**config.mk**
```make
export PLATFORM = sky130hd
export DESIGN_NAME = serial_add_seq
export DESIGN_NICKNAME = d
export VERILOG_FILES = /design/src/rtl/serial_add_pkg.sv /design/src/rtl/full_adder_bit.sv /design/src/rtl/serial_add_seq.sv
export SDC_FILE = /design/constraint.sdc
export NUM_CORES = 1
export LEC_CHECK = 0
export CAP_MARGIN = 5
export CORE_ASPECT_RATIO = 1.2
export CORE_MARGIN = 2
export CORE_UTILIZATION = 53
export DETAILED_ROUTE_END_ITERATION = 8
export GPL_TIMING_DRIVEN = 1
export HOLD_SLACK_MARGIN = 0.15
export PLACE_DENSITY = 0.83
export SLEW_MARGIN = 20
export SYNTH_ARGS = -nofsm -noshare
export SYNTH_HDL_FRONTEND = slang
export SYNTH_SLANG_ARGS = --single-unit
```
**constraint.sdc**
```tcl
create_clock -name clk -period 4.4 [get_ports clk]
set_input_delay 0.44 -clock clk [delete_from_list [all_inputs] [get_ports clk]]
set_output_delay 0.44 -clock clk [all_outputs]
set_load 0.01 [all_outputs]
```
**src/rtl/serial_add_pkg.sv**
```systemverilog
// serial_add_pkg: shared states, default width and op encodings for the bit-serial adder
package serial_add_pkg;
  typedef enum logic [1:0] {IDLE = 2'd0, RUN = 2'd1, DONE = 2'd2} state_t;
  localparam int DEFAULT_WIDTH = 8;
  localparam logic OP_ADD = 1'b0;
  localparam logic OP_SUB = 1'b1;
endpackage

```
**src/rtl/full_adder_bit.sv**
```systemverilog
// full_adder_bit: single-bit full adder built from two half-adder stages
module full_adder_bit (
  input  logic a,
  input  logic b,
  input  logic cin,
  output logic s,
  output logic cout
);
  logic h, c1, c2;
  always_comb begin
    h    = a ^ b;
    c1   = a & b;
    s    = h ^ cin;
    c2   = h & cin;
    cout = c1 | c2;
  end
endmodule

```
**src/rtl/serial_add_seq.sv**
```systemverilog
// serial_add_seq: LSB-first bit-serial add/subtract sequencer sharing one full-adder cell
module serial_add_seq
  import serial_add_pkg::*;
#(
  parameter  int WIDTH = DEFAULT_WIDTH,
  localparam int CNT_W = $clog2(WIDTH) + 1
) (
  input  logic             clk,
  input  logic             rst_n,
  input  logic             in_valid,
  output logic             in_ready,
  input  logic [WIDTH-1:0] op_a,
  input  logic [WIDTH-1:0] op_b,
  input  logic             op_sub,
  output logic             out_valid,
  input  logic             out_ready,
  output logic [WIDTH-1:0] sum,
  output logic             cout,
  output logic             busy
);
  state_t           state_q, state_d;
  logic [WIDTH-1:0] a_q, a_d, b_q, b_d, res_q, res_d;
  logic [CNT_W-1:0] cnt_q, cnt_d;
  logic             carry_q, carry_d, cout_q, cout_d;
  logic             s, c_nxt;

  full_adder_bit u_fa (.a(a_q[0]), .b(b_q[0]), .cin(carry_q), .s(s), .cout(c_nxt));

  // subtraction is A + ~B + 1, so the inverted operand and carry-in are set at accept
  always_comb begin
    state_d = state_q;
    a_d     = a_q;
    b_d     = b_q;
    res_d   = res_q;
    cnt_d   = cnt_q;
    carry_d = carry_q;
    cout_d  = cout_q;
    if (state_q == IDLE && in_valid) begin
      state_d = RUN;
      a_d     = op_a;
      b_d     = (op_sub == OP_SUB) ? ~op_b : op_b;
      carry_d = op_sub;
      cnt_d   = '0;
    end else if (state_q == RUN) begin
      a_d     = a_q >> 1;
      b_d     = b_q >> 1;
      res_d   = (res_q >> 1) | (WIDTH'(s) << (WIDTH - 1));
      carry_d = c_nxt;
      cnt_d   = cnt_q + CNT_W'(1);
      if (cnt_q == CNT_W'(WIDTH - 1)) begin
        state_d = DONE;
        cout_d  = c_nxt;
      end
    end else if (state_q == DONE && out_ready) begin
      state_d = IDLE;
    end
  end

  always_ff @(posedge clk or negedge rst_n) begin
    if (!rst_n) begin
      state_q <= IDLE;
      a_q     <= '0;
      b_q     <= '0;
      res_q   <= '0;
      cnt_q   <= '0;
      carry_q <= 1'b0;
      cout_q  <= 1'b0;
    end else begin
      state_q <= state_d;
      a_q     <= a_d;
      b_q     <= b_d;
      res_q   <= res_d;
      cnt_q   <= cnt_d;
      carry_q <= carry_d;
      cout_q  <= cout_d;
    end
  end

  always_comb begin
    in_ready  = state_q == IDLE;
    out_valid = state_q == DONE;
    busy      = state_q != IDLE;
    sum       = res_q;
    cout      = cout_q;
  end
endmodule

```
## After elaboration in Yosys (flattened, before gate mapping)

Index checks and enable logic that the tools add are counted.

- Bits in registers: 32
- Input bits: 21
- Output and inout bits: 12
- Logic and storage cells: 42

- Add/subtract/negate cells: 1
- Eq/ne operators: 4
- Muxes and demuxes: 13
- Bitwise logic cells: 8
- Reduce and logical (&&, ||, !) cells: 9

Operators by type and width:

| cell | number |
|---|---|
| 8-bit 2-to-1 mux | 5 |
| 2-bit 2-to-1 mux | 4 |
| 4-bit 2-to-1 mux | 2 |
| 8-bit NOT | 1 |
| 7-bit by 8-bit bitwise OR with 8-bit output | 1 |
| 4-bit by 1-bit adder with 4-bit output (second input constant) | 1 |
| 4-bit by 3-bit == test with 1-bit output (second input constant) | 1 |
| 2-bit AND reduction | 2 |
| 2-bit nonzero test | 2 |
| 3-bit by 2-bit inequality test with 1-bit output (second input constant) | 1 |
| 3-bit AND reduction | 1 |
| 3-bit nonzero test | 1 |
| 1-bit AND | 2 |
| 2-bit by 1-bit == test with 1-bit output (second input constant) | 1 |
| 2-bit == test (second input constant) | 1 |
| 1-bit logical AND | 2 |
| 2-bit zero test | 1 |
| 1-bit 2-to-1 mux | 2 |
| 1-bit XOR | 2 |
| 1-bit NOT | 1 |
| 1-bit bitwise OR | 1 |

## Depth between registers and ports, before layout

Gate-level depths: netlist of the first run.

- Depth after elaboration: 5
- Gate-level depth with buffers: 6

## Modules after synthesis

From an unflattened synthesis of the first run, not the netlist that was laid out.

- Cell total of the unflattened synthesis: 159
- Area, all modules: 1508.9 sq um

By module, submodules not included:

| module | instances | cells each | area each (sq um) |
|---|---|---|---|
| serial_add_seq | 1 | 158 | 1488.9 |
| full_adder_bit | 1 | 1 | 20.0 |

## Worst setup path before layout of the first run

No wires, ideal clock.

- Path type: flip-flop to flip-flop
- From: register state_q[0]
- To: register b_q[7]
- Setup time: 119 ps
- Arrival time: 1257 ps
- Setup slack: 3024 ps
- Stages on the path, launching flop included: 7
- Path buffers: 3
- Cell sequence: dfrtp_1 > buf_6 > or3b_1 > buf_6 > buf_6 > nand3_1 > o21ai_2

- Cells in the longest elaborated chain, start to end: 3
- Elaborated cells on any way between the ends: 5

RTL lines:

| what | line | text |
|---|---|---|
| from (decl) | serial_add_seq.sv:21 | `state_t state_q, state_d;` |
| from (signal assigned) | serial_add_seq.sv:69 | `state_q <= state_d;` |
| 2-bit zero test | serial_add_seq.sv:38 | `if (state_q == IDLE && in_valid) begin` |
| 1-bit logical AND | serial_add_seq.sv:38 |  |
| 8-bit 2-to-1 mux or 2-bit nonzero test (tied branches) | -- |  |
| to (signal assigned) | serial_add_seq.sv:63 | `b_q <= '0;` |
| to (signal assigned) | serial_add_seq.sv:71 | `b_q <= b_d;` |
| to (decl) | serial_add_seq.sv:22 | `logic [WIDTH-1:0] a_q, a_d, b_q, b_d, res_q, res_d;` |

Several ways; a longest one is shown, not always the timed one.
A chain may end at the register's enable or synchronous reset.

## Final worst setup path of the first run

- From: register state_q[0]
- To: output in_ready

- Cells in the longest elaborated chain, start to end: 1

RTL lines:

| what | line | text |
|---|---|---|
| 2-bit zero test | serial_add_seq.sv:80 | `in_ready = state_q == IDLE;` |
| to (decl) | serial_add_seq.sv:11 | `output logic in_ready,` |

Every way passes these cells.

==> results of run 1 <==
final cells by class:
cell class	count	area share
flip-flops and latches	32	0.433
well taps	34	0.0230
clock buffers	6	0.0223
multi-input cells	112	0.333
repair buffers	34	0.181
inverters	2	0.00406
clock inverters	1	0.00271
cells by family after synthesis:
| logic type | after synthesis |
|---|---|
| and+or+nand+nor | 78 |
| DFF | 32 |
| AOI/OAI and AO/OA | 22 |
| buffers and inverters | 12 |
| xor gates and xnor gates | 8 |
| muxes | 2 |
| adders and majority gates | 2 |
layer usage:
layer / wire length, um / GRT usage / share of wire / vias up
li1: - / - / - / 576
met1: 1240 / 0.219 / 0.41 / 564
met2: 1540 / 0.363 / 0.51 / 36
met3: 144 / 0.0649 / 0.048 / 8
met4: 75 / 0.0994 / 0.025 / 0
met5: 0 / 0 / 0 / -
registers in the layout, summed over array words and instances (netlist names):
signal	cells
a_q	8
b_q	8
sum	8
cnt_q	4
state_q	2
carry_q	1
cout	1
Yosys cell counts:
master / number
sky130_fd_sc_hd__o21ai_2: 1
sky130_fd_sc_hd__buf_6: 3
sky130_fd_sc_hd__mux2i_1: 1
sky130_fd_sc_hd__nor3b_1: 2
sky130_fd_sc_hd__nand4_1: 1
sky130_fd_sc_hd__nand3b_1: 1
sky130_fd_sc_hd__inv_1: 2
sky130_fd_sc_hd__nand2b_1: 1
sky130_fd_sc_hd__o21ai_0: 2
sky130_fd_sc_hd__nand2_1: 52
sky130_fd_sc_hd__nand3_1: 3
sky130_fd_sc_hd__xor2_1: 2
sky130_fd_sc_hd__nor2_1: 15
sky130_fd_sc_hd__o2bb2ai_1: 1
sky130_fd_sc_hd__or3b_1: 1
sky130_fd_sc_hd__buf_8: 1
sky130_fd_sc_hd__or2_2: 1
sky130_fd_sc_hd__fa_1: 1
sky130_fd_sc_hd__ha_1: 1
sky130_fd_sc_hd__clkbuf_1: 2
sky130_fd_sc_hd__dfrtp_1: 32
sky130_fd_sc_hd__buf_2: 4
sky130_fd_sc_hd__o21bai_2: 1
sky130_fd_sc_hd__o21bai_1: 1
sky130_fd_sc_hd__a21o_1: 1
sky130_fd_sc_hd__nor2b_1: 1
sky130_fd_sc_hd__mux2_2: 1
sky130_fd_sc_hd__xnor2_1: 6
sky130_fd_sc_hd__a22oi_1: 2
sky130_fd_sc_hd__a221o_1: 5
sky130_fd_sc_hd__a31oi_1: 8
where the power goes:
| group | internal [uW] | switching (uW) | total, uW |
|---|---|---|---|
| clock network | 58.7 | 91.4 | 150 |
| logic | 66.0 | 47.7 | 114 |
| registers | 340 | 34.3 | 374 |
how the worst max path moves through the flow:
stage                                 from                 end  slack, ns
floorplan           state_q[0]$_DFFE_PN0P_  b_q[7]$_DFFE_PN0P_       3.02
global placement                  in_valid  b_q[4]$_DFFE_PN0P_       2.31
detailed placement                in_valid  b_q[0]$_DFFE_PN0P_       2.24
CTS                 state_q[0]$_DFFE_PN0P_            in_ready       2.21
global route        state_q[0]$_DFFE_PN0P_            in_ready       2.17
finish              state_q[0]$_DFFE_PN0P_            in_ready       2.22
critical path: stages (launching register included):
cell	delay, ns
sky130_fd_sc_hd__dfrtp_1	0.47
sky130_fd_sc_hd__or2_2	0.34
sky130_fd_sc_hd__inv_1	0.07
sky130_fd_sc_hd__clkdlybuf4s50_1	0.54
stage by stage:
stage,power [uW],hold WS [ns],worst slack [ns],utilization,std cells
floorplan,432,0.144,3.02,-,156
global placement,482,0.459,2.31,0.659,214
detailed placement,495,0.482,2.24,0.659,214
CTS,644,0.501,2.21,0.676,221
global route,676,0.528,2.17,0.676,221
finish,638,0.500,2.22,0.676,221
cells in the final DEF, fill, tap and decap left out, drive strengths merged, types with 2 or more instances in the layout:
cell type | synthesis | layout
nand2 | 52 | 52
dfrtp | 32 | 32
clkdlybuf4s50 | 0 | 32
nor2 | 15 | 15
a31oi | 8 | 8
xnor2 | 6 | 6
clkbuf | 2 | 6
a221o | 5 | 5
nand3 | 3 | 3
o21ai | 3 | 3
inv | 2 | 2
nor3b | 2 | 2
a22oi | 2 | 2
xor2 | 2 | 2
buf | 8 | 2
o21bai | 2 | 2
==> impl_metrics.sql, run 1 <==
INSERT INTO impl_metrics (metric_group, metric, value, unit) VALUES
('yosys', 'synth_cell_types', '31', ''),
('drt', 'total_routed_length', '3000', 'um'),
('cts', 'cts_htree_levels', '2', ''),
('cts', 'cts-root-buf', 'sky130_fd_sc_hd__clkbuf_4', ''),
('cts', 'clock_tree_from_tritoncts', 'done', ''),
('place', 'dpl-instance-area', '0.00180', 'mm^2'),
('yosys', 'yosys-top-cells-area', 'sky130_fd_sc_hd__dfrtp_1 (53%), sky130_fd_sc_hd__nand2_1 (13%), sky130_fd_sc_hd__nor2_1 (3.8%)', ''),
('sta', 'final.period_utilization', '0.495', ''),
('cts', 'post_cts_buffers', '0', ''),
('place', 'routabilityCongestion', '0.676', ''),
('yosys', 'post_synth_mux_area_share', '0.0142', ''),
('place', 'place_hpwl', '2130', 'um'),
('finish', 'finalInstanceArea', '0.00185', 'mm^2'),
('yosys', 'yosysWarningCount', '0', ''),
('yosys', 'synthSimpleGateAreaFrac', '0.215', ''),
('global_route', 'grt_pass1_vias', '1192', ''),
('sta', 'max-slew-margin-rel', '0.431', ''),
('drt', 'detail_route.vias_per_cell', '5.36', ''),
('yosys', 'synth_compound_area_frac', '0.113', ''),
('drt', 'initialDrtViolationCount', '27', ''),
('setup_path', 'worst_ep_arrival_time', '1.74', 'ns'),
('global_route', 'grt_antenna_before_repair', '0', ''),
('sta', 'maximum_clock_rate', '459', 'MHz'),
('yosys', 'synth-xor-area-share', '0.0467', ''),
('die', 'die_width', '52.6', 'um'),
('die', 'dieArea', '0.00327', 'mm^2'),
('die', 'fp-row-count', '21', ''),
('sta', 'hold_violations', '0', ''),
('cts', 'clock_tree.buffer_depth', '2', ''),
('power', 'vdd_drop_max', '0.000217', 'V'),
('die', 'starting_utilization_of_the_core_area', '0.549', ''),
('setup_path', 'critical_path.reg2reg.endpoint', 'cout$_DFFE_PN0P_', ''),
('finish', 'multi_input_area', '616', 'um^2'),
('place', 'numPortBuffers', '32', ''),
('finish', 'area_growth_syn_to_layout', '23.2', '%'),
('yosys', 'synth_cells', '156', ''),
('drt', 'detailedRoute.firstPassIterationCount', '4', ''),
('finish', 'final_layout_size_suffix_gt1_frac', '0.0642', ''),
('yosys', 'post_synth_fa_ha_maj_area_fraction', '0.0217', ''),
('finish', 'nNetsFinal', '210', ''),
('setup_path', 'cp_max_fo', '9', ''),
('job', 'max_cap_viol_count', '0', ''),
('yosys', 'synth_top_family_by_area', 'simple AND/OR/NAND/NOR gates', ''),
('drt', 'wire_per_inst', '13.6', 'um'),
('finish', 'n_fill_cell', '239', ''),
('global_route', 'pin_count_of_the_biggest_net_entering_global_routing', '33', ''),
('setup_path', 'nature_of_the_critical_path_endpoint', 'output pin', ''),
('setup_path', 'worst-endpoint-required', '3.96', 'ns'),
('sta', 'timing.setup.tns', '0', 'ns'),
('setup_path', 'critPathLaunchType', 'register', ''),
('sta', 'setup_viol', '0', ''),
('finish', 'antenna_cells', '0', ''),
('yosys', 'synthesis.area_per_instance', '9.62', 'um^2'),
('yosys', 'synth_fp_nets', '179', ''),
('cts', 'cts_inserted_buffers', '5', ''),
('die', 'design.core.area', '0.00273', 'mm^2'),
('yosys', 'synth-seq-cells', '32', ''),
('cts', 'post_cts_hold_buffer_count', '0', ''),
('run_status', 'run_status', 'complete, no violations', ''),
('sta', 'final.min_clock_period', '2.18', 'ns'),
('setup_path', 'rr_startpoint', 'state_q[1]$_DFFE_PN0P_', ''),
('global_route', 'globalRouteTotalUtil', '0.208', ''),
('sta', 'grt_setup_unrepaired', 'no', ''),
('drt', 'via_count', '1184', ''),
('sta', 'worstMarginPinSlew', '0.853', 'ns'),
('setup_path', 'rrSetupSlack', '2.66', 'ns'),
('yosys', 'synth_top_cell_by_area', 'sky130_fd_sc_hd__dfrtp_1', ''),
('global_route', 'global_route.overflow_total', '0', ''),
('yosys', 'synth_sequential_area_ratio', '0.534', ''),
('yosys', 'syn_area', '0.00150', 'mm^2'),
('cts', 'cts_resized', '0', '');
(Power assumes the default switching activity.)
==> inputs of run 2 (changes only) <==
--- a/config.mk
+++ b/config.mk
@@ -8,11 +8,11 @@
 export CAP_MARGIN = 5
 export CORE_ASPECT_RATIO = 1.2
 export CORE_MARGIN = 2
-export CORE_UTILIZATION = 53
+export CORE_UTILIZATION = 49
 export DETAILED_ROUTE_END_ITERATION = 8
 export GPL_TIMING_DRIVEN = 1
 export HOLD_SLACK_MARGIN = 0.15
-export PLACE_DENSITY = 0.83
+export PLACE_DENSITY = 0.78
 export SLEW_MARGIN = 20
 export SYNTH_ARGS = -nofsm -noshare
 export SYNTH_HDL_FRONTEND = slang
==> constraint.sdc (replaced) <==
create_clock -name clk -period 2.18 [get_ports clk]
set_input_delay 0.218 -clock clk [delete_from_list [all_inputs] [get_ports clk]]
set_output_delay 0.218 -clock clk [all_outputs]
set_load 0.01 [all_outputs]
==> run 2 against run 1 <==
Net effect:
- critical endpoint unchanged
- final cell count increased by 1.8%
- critical path type unchanged
- non-clock buffer count increased by 1
- setup slack got worse by 2.0 ns
- clock skew about the same
- die area increased by 7.6%
- cell area increased by 1.2%
- sequential share of layout area decreased by 0.52 points
- first-iteration DRC count increased by 7.4%
- wire length decreased by 7.3%
- largest cell class unchanged
- critical path depth unchanged
- clock-buffer cell count increased by 2
==> impl_metrics.sql, run 2 (synthesis results as in run 1) <==
INSERT INTO impl_metrics (metric_group, metric, value, unit) VALUES
('run_status', 'run_status', 'complete, no violations', ''),
('global_route', 'global_route_wire_length_before_repair', '5020', 'um'),
('drt', 'initialDrtViolationCount', '29', ''),
('cts', 'post_cts_hold_buffer_count', '0', ''),
('global_route', 'grt_antenna_before_repair', '0', ''),
('setup_path', 'cp_max_fo', '9', ''),
('setup_path', 'worstSetupPathType', 'register to output pin', ''),
('setup_path', 'rrSetupSlack', '0.47', 'ns'),
('place', 'dpl-instance-area', '0.00181', 'mm^2'),
('power', 'p_leak', '0.000874', 'uW'),
('setup_path', 'cp_cell_sequence', 'or2_2 > inv_1 > clkdlybuf4s50_1', ''),
('sta', 'maximum_clock_rate', '516', 'MHz'),
('finish', 'antenna_cells', '0', ''),
('drt', 'drc', '0', ''),
('setup_path', 'count_of_buffering_cells_on_the_critical_path_with_inverters_included', '2', ''),
('drt', 'wire_per_inst', '12.4', 'um'),
('setup_path', 'critPathMaxStageDelay', '0.53', 'ns'),
('cts', 'post_cts_buffers', '0', ''),
('cts', 'numClockSinks', '32', ''),
('setup_path', 'worst_ep_arrival_time', '1.72', 'ns'),
('sta', 'setup_viol', '0', ''),
('finish', 'finalInstanceArea', '0.00187', 'mm^2'),
('finish', 'final_layout_size_suffix_gt1_frac', '0.0688', ''),
('die', 'dieArea', '0.00352', 'mm^2'),
('setup_path', 'nature_of_the_critical_path_endpoint', 'output pin', ''),
('setup_path', 'cp_slowest_cell', 'sky130_fd_sc_hd__clkdlybuf4s50_1', ''),
('finish', 'mostFrequentLayoutCells', 'sky130_fd_sc_hd__nand2_1 (52), sky130_fd_sc_hd__dfrtp_1 (32), sky130_fd_sc_hd__clkdlybuf4s50_1 (32)', ''),
('die', 'fp-row-count', '22', ''),
('global_route', 'gr-usage-met2', '0.310', ''),
('min_path', 'hold_class', 'input port to async pin', ''),
('sta', 'grt_setup_unrepaired', 'no', ''),
('cts', 'worst_skew_pair.late_latency', '0.32', 'ns'),
('sta', 'final.min_clock_period', '1.94', 'ns'),
('drt', 'final_antenna_net_count', '0', ''),
('cts', 'clock_tree.buffer_depth', '2', ''),
('cts', 'cts-root-buf', 'sky130_fd_sc_hd__clkbuf_4', ''),
('power', 'vdd_drop_max', '0.000493', 'V'),
('global_route', 'grt_pass1_vias', '1157', ''),
('finish', 'n_fill_cell', '263', ''),
('sta', 'hold_violations', '0', ''),
('die', 'dieHeight', '64.6', 'um'),
('setup_path', 'critPathLaunchType', 'register', ''),
('global_route', 'global_route.overflow_total', '0', ''),
('finish', 'nNetsFinal', '211', ''),
('global_route', 'met3_usage_in_global_routing', '0.0622', ''),
('finish', 'area_growth_syn_to_layout', '24.7', '%'),
('setup_path', 'worst-endpoint-required', '1.96', 'ns'),
('drt', 'detail_route.vias_per_cell', '5.20', ''),
('die', 'die_width', '54.5', 'um'),
('setup_path', 'rr_startpoint', 'state_q[0]$_DFFE_PN0P_', ''),
('die', 'starting_utilization_of_the_core_area', '0.500', ''),
('sta', 'maxSlewViolCount', '0', ''),
('die', 'design.core.area', '0.00300', 'mm^2'),
('cts', 'cts_resized', '0', ''),
('finish', 'multi_input_area', '616', 'um^2'),
('cts', 'clock_tree_from_tritoncts', 'done', ''),
('power', 'power_per_cell_area', '702', 'mW/mm^2'),
('job', 'max_cap_viol_count', '0', ''),
('finish', 'layout_commonest_cell', 'sky130_fd_sc_hd__nand2_1', ''),
('place', 'place_hpwl', '1930', 'um'),
('drt', 'detailedRoute.firstPassIterationCount', '4', ''),
('sta', 'setup_slack', '0.242', 'ns'),
('global_route', 'globalRoute.busiestLayer', 'met2', ''),
('place', 'placement.setup.worst_slack', '0.240', 'ns'),
('setup_path', 'r2r_cell_count', '3', ''),
('drt', 'via_count', '1171', ''),
('finish', 'storage_cell_area', '801', 'um^2'),
('sta', 'final.period_utilization', '0.889', ''),
('cts', 'cts_htree_levels', '2', ''),
('cts', 'cts.reportedPaths.clkPinSlew', '0.09', 'ns'),
('global_route', 'global_routing_met1_resource_utilization', '0.242', ''),
('sta', 'max-slew-margin-rel', '0.448', ''),
('drt', 'total_routed_length', '2780', 'um'),
('sta', 'finalHoldWorstSlack', '0.283', 'ns'),
('sta', 'timing.setup.tns', '0', 'ns'),
('setup_path', 'crit_family', 'buffers and inverters', ''),
('die', 'design.portCount', '33', ''),
('setup_path', 'critical_path.reg2reg.endpoint', 'b_q[5]$_DFFE_PN0P_', ''),
('cts', 'cts_inserted_buffers', '5', ''),
('sta', 'worstMarginPinSlew', '0.828', 'ns'),
('sta', 'worst_clock_skew', '0.00663', 'ns'),
('global_route', 'pin_count_of_the_biggest_net_entering_global_routing', '33', ''),
('place', 'routabilityCongestion', '0.713', ''),
('global_route', 'globalRouteTotalUtil', '0.197', ''),
('place', 'numPortBuffers', '32', '');
## run 2: cell count changes in the layout (fill, tap and decap cells not counted), sizes merged
| cell | before | now |
|---|---|---|
| clkbuf | 6 | 8 |
| buf | 2 | 3 |
| clkinv | 1 | 0 |
## run 2: area by class of cell
| type | instances | area share |
|---|---|---|
| sequential | 32 | 0.428 |
| multi-input combinational | 112 | 0.329 |
| timing repair buffer | 35 | 0.183 |
| clock buffer | 8 | 0.0314 |
| tap | 36 | 0.0241 |
| inverter | 2 | 0.00401 |
## run 2: how the worst max path moves through the flow
stage,slack [ns],cells after the start,startpoint,endpoint
CTS,0.22,3,state_q[0]$_DFFE_PN0P_,in_ready
floorplan,0.80,6,state_q[0]$_DFFE_PN0P_,b_q[7]$_DFFE_PN0P_
detailed placement,0.24,4,in_valid,b_q[5]$_DFFE_PN0P_
global route,0.15,3,state_q[0]$_DFFE_PN0P_,in_ready
global placement,0.34,4,in_valid,b_q[1]$_DFFE_PN0P_
finish,0.24,3,state_q[0]$_DFFE_PN0P_,in_ready
## run 2: per-layer routing
layer | wire (um) | share of wire
met4 | 47 | 0.017
met2 | 1400 | 0.50
met1 | 1200 | 0.43
met5 | 0 | 0
met3 | 132 | 0.047
## run 2: stage by stage
stage	power, uW	utilization	cells
6_report	1310	0.623	225
4_1_cts	1340	0.623	225
3_3_place_gp	972	0.604	217
2_1_floorplan	873	-	156
3_5_place_dp	988	0.604	217
5_1_grt	1400	0.623	225
## run 2: report_power, final
part | total [uW] | leakage (uW) | switching (uW) | internal [uW]
Sequential | 750 | 0.000405 | 64.3 | 686
Clock | 339 | 0.0000326 | 180 | 159
Combinational | 223 | 0.000436 | 90.6 | 133
Total | 1310 | 0.000874 | 335 | 977
## run 2: worst reg2reg max path, delay by kind of cell, from the launching register on
| kind | cells | cell delay (ns) |
|---|---|---|
| AND/OR/NAND/NOR | 2 | 0.83 |
| AO/OA/AOI/OAI | 1 | 0.28 |
| flip-flops | 1 | 0.49 |
==> inputs of run 3 (changes only) <==
--- a/config.mk
+++ b/config.mk
@@ -10,7 +10,7 @@
 export CORE_MARGIN = 2
 export CORE_UTILIZATION = 49
 export DETAILED_ROUTE_END_ITERATION = 8
-export GPL_TIMING_DRIVEN = 1
+export GPL_TIMING_DRIVEN = 0
 export HOLD_SLACK_MARGIN = 0.15
 export PLACE_DENSITY = 0.78
 export SLEW_MARGIN = 20
==> run 3 against run 2 <==
Net effect:
- combinational power is essentially flat
- worst hold slack is essentially flat
- clock skew grew 0.0037 ns
- critical path type unchanged
- largest cell class unchanged
==> impl_metrics.sql, run 3 (synthesis results as in run 1) <==
INSERT INTO impl_metrics (metric_group, metric, value, unit) VALUES
('setup_path', 'worst-endpoint-required', '1.96', 'ns'),
('setup_path', 'cp_slowest_cell', 'sky130_fd_sc_hd__clkdlybuf4s50_1', ''),
('finish', 'layout_commonest_cell', 'sky130_fd_sc_hd__nand2_1', ''),
('die', 'design.core.area', '0.00300', 'mm^2'),
('finish', 'nNetsFinal', '218', ''),
('cts', 'clock_tree_from_tritoncts', 'done', ''),
('place', 'placed_cells_incl_taps', '223', ''),
('sta', 'hold_violations', '0', ''),
('setup_path', 'count_of_buffering_cells_on_the_critical_path_with_inverters_included', '3', ''),
('cts', 'cts_htree_levels', '2', ''),
('sta', 'timing.setup.tns', '0', 'ns'),
('setup_path', 'critPathLaunchType', 'register', ''),
('run_status', 'run_status', 'complete, no violations', ''),
('place', 'placement.setup.worst_slack', '0.486', 'ns'),
('sta', 'final.min_clock_period', '1.95', 'ns'),
('die', 'die_width', '54.5', 'um'),
('drt', 'via_count', '1238', ''),
('drt', 'detail_route.vias_per_cell', '5.34', ''),
('place', 'routabilityCongestion', '0.750', ''),
('drt', 'initialDrtViolationCount', '27', ''),
('sta', 'worstMarginPinSlew', '0.680', 'ns'),
('job', 'max_cap_viol_count', '0', ''),
('die', 'design.portCount', '33', ''),
('global_route', 'grt_pass1_vias', '1192', ''),
('setup_path', 'cp_max_fo', '9', ''),
('min_path', 'hold_class', 'input port to register', ''),
('finish', 'multi_input_area', '616', 'um^2'),
('finish', 'layout.cells.non_filler', '232', ''),
('finish', 'storage_cell_area', '801', 'um^2'),
('drt', 'detailroute.wirelength.met2', '1530', 'um'),
('global_route', 'global_route.overflow_total', '0', ''),
('setup_path', 'worst_ep_arrival_time', '1.73', 'ns'),
('sta', 'setup_slack', '0.233', 'ns'),
('sta', 'setup_viol', '0', ''),
('finish', 'n_fill_cell', '271', ''),
('drt', 'routed.top_layer', 'met4', ''),
('finish', 'area_growth_syn_to_layout', '28.1', '%'),
('global_route', 'globalRouteTotalUtil', '0.215', ''),
('finish', 'final_layout_size_suffix_gt1_frac', '0.107', ''),
('cts', 'post_cts_buffers', '0', ''),
('cts', 'cts_resized', '0', ''),
('place', 'numPortBuffers', '31', ''),
('cts', 'cts.reportedPaths.clkPinSlew', '0.10', 'ns'),
('place', 'place_hpwl', '2170', 'um'),
('setup_path', 'worstSetupPathType', 'register to output pin', ''),
('sta', 'final.period_utilization', '0.893', ''),
('die', 'dieHeight', '64.6', 'um'),
('setup_path', 'nature_of_the_critical_path_endpoint', 'output pin', ''),
('power', 'p_leak', '0.000914', 'uW'),
('cts', 'post_cts_hold_buffer_count', '1', ''),
('power', 'power_per_cell_area', '694', 'mW/mm^2'),
('drt', 'wire_per_inst', '12.7', 'um'),
('cts', 'worst_skew_pair.late_latency', '0.35', 'ns'),
('global_route', 'global_route_wire_length_before_repair', '5330', 'um'),
('finish', 'antenna_cells', '0', ''),
('setup_path', 'critPathMaxStageDelay', '0.52', 'ns'),
('drt', 'met3_wirelength', '150', 'um'),
('die', 'dieArea', '0.00352', 'mm^2'),
('cts', 'clock_tree.buffer_depth', '2', ''),
('cts', 'cts_inserted_buffers', '5', ''),
('drt', 'detailedRoute.firstPassIterationCount', '4', ''),
('drt', 'drc', '0', ''),
('global_route', 'pin_count_of_the_biggest_net_entering_global_routing', '33', ''),
('sta', 'grt_setup_unrepaired', 'no', ''),
('power', 'vdd_drop_max', '0.000487', 'V'),
('cts', 'cts-root-buf', 'sky130_fd_sc_hd__clkbuf_4', ''),
('cts', 'numClockSinks', '32', ''),
('setup_path', 'rrSetupSlack', '0.71', 'ns'),
('drt', 'total_routed_length', '2950', 'um'),
('sta', 'maximum_clock_rate', '514', 'MHz'),
('setup_path', 'cp_cell_sequence', 'buf_6 > or2_2 > inv_1 > clkdlybuf4s50_1', ''),
('sta', 'finalHoldWorstSlack', '0.283', 'ns'),
('drt', 'final_antenna_net_count', '0', ''),
('sta', 'maxSlewViolCount', '0', ''),
('sta', 'worst_clock_skew', '0.0103', 'ns'),
('power', 'total_power', '1330', 'uW'),
('setup_path', 'crit_family', 'buffers and inverters', ''),
('global_route', 'grt_antenna_before_repair', '0', ''),
('finish', 'mostFrequentLayoutCells', 'sky130_fd_sc_hd__nand2_1 (52), sky130_fd_sc_hd__dfrtp_1 (32), sky130_fd_sc_hd__clkdlybuf4s50_1 (30)', ''),
('drt', 'm1WireLength', '1210', 'um'),
('die', 'fp-row-count', '22', ''),
('sta', 'max-slew-margin-rel', '0.547', ''),
('die', 'starting_utilization_of_the_core_area', '0.500', '');
[run 3: changes by cell type in the layout (fill, tap and decap cells not counted)]
cell,change
sky130_fd_sc_hd__buf_2,+5
sky130_fd_sc_hd__buf_4,-3
sky130_fd_sc_hd__buf_6,+3
sky130_fd_sc_hd__clkdlybuf4s50_1,-2
sky130_fd_sc_hd__clkinv_2,+2
sky130_fd_sc_hd__buf_8,+1
sky130_fd_sc_hd__dlygate4sd3_1,+1
[run 3: area by class of cell]
class	instances	area share
Buffer	10	0.0397
Clock buffer	6	0.0267
Timing Repair Buffer	32	0.164
Sequential cell	32	0.417
Multi-Input combinational cell	112	0.320
Inverter	2	0.00391
Clock inverter	2	0.00521
Tap cell	36	0.0234
[run 3: path summary, 6_finish.rpt]
kind	startpoint	to	depth (start not counted)
max	state_q[0]$_DFFE_PN0P_	in_ready	4
min reg2reg	cnt_q[3]$_DFFE_PN0P_	cnt_q[3]$_DFFE_PN0P_	1
min	op_sub	carry_q$_DFFE_PN0P_	3
max in group asynchronous	rst_n	a_q[5]$_DFFE_PN0P_	2
min in group asynchronous	rst_n	sum[0]$_DFFE_PN0P_	2
max reg2reg	state_q[0]$_DFFE_PN0P_	b_q[4]$_DFFE_PN0P_	5
[run 3: worst reg2reg max path, delay by kind of cell, from the launching register on]
family	cells	cell delay [ns]
compound gates	1	0.37
buf+inv	3	0.50
flops	1	0.38
simple gates	1	0.12
[run 3: report_power, final]
group / internal, uW / leakage, uW / switching [uW] / total, uW
combinational: 130 / 0.000471 / 93.2 / 223
sequential: 686 / 0.000405 / 62.8 / 748
clock: 153 / 0.0000380 / 208 / 361
total: 969 / 0.000914 / 364 / 1330
[run 3: per-layer routing]
metal / GRT usage / vias to the layer above
li1: - / 600
met1: 0.249 / 595
met2: 0.342 / 37
met3: 0.0622 / 6
met4: 0.125 / 0
met5: 0 / -
[run 3: stage by stage]
| stage | area [um^2] | util |
|---|---|---|
| 6_report | 1920 | 0.641 |
| 4_1_cts | 1920 | 0.641 |
| 2_1_floorplan | 1500 | - |
| 3_5_place_dp | 1850 | 0.617 |
| 5_1_grt | 1920 | 0.641 |
| 3_3_place_gp | 1860 | 0.618 |
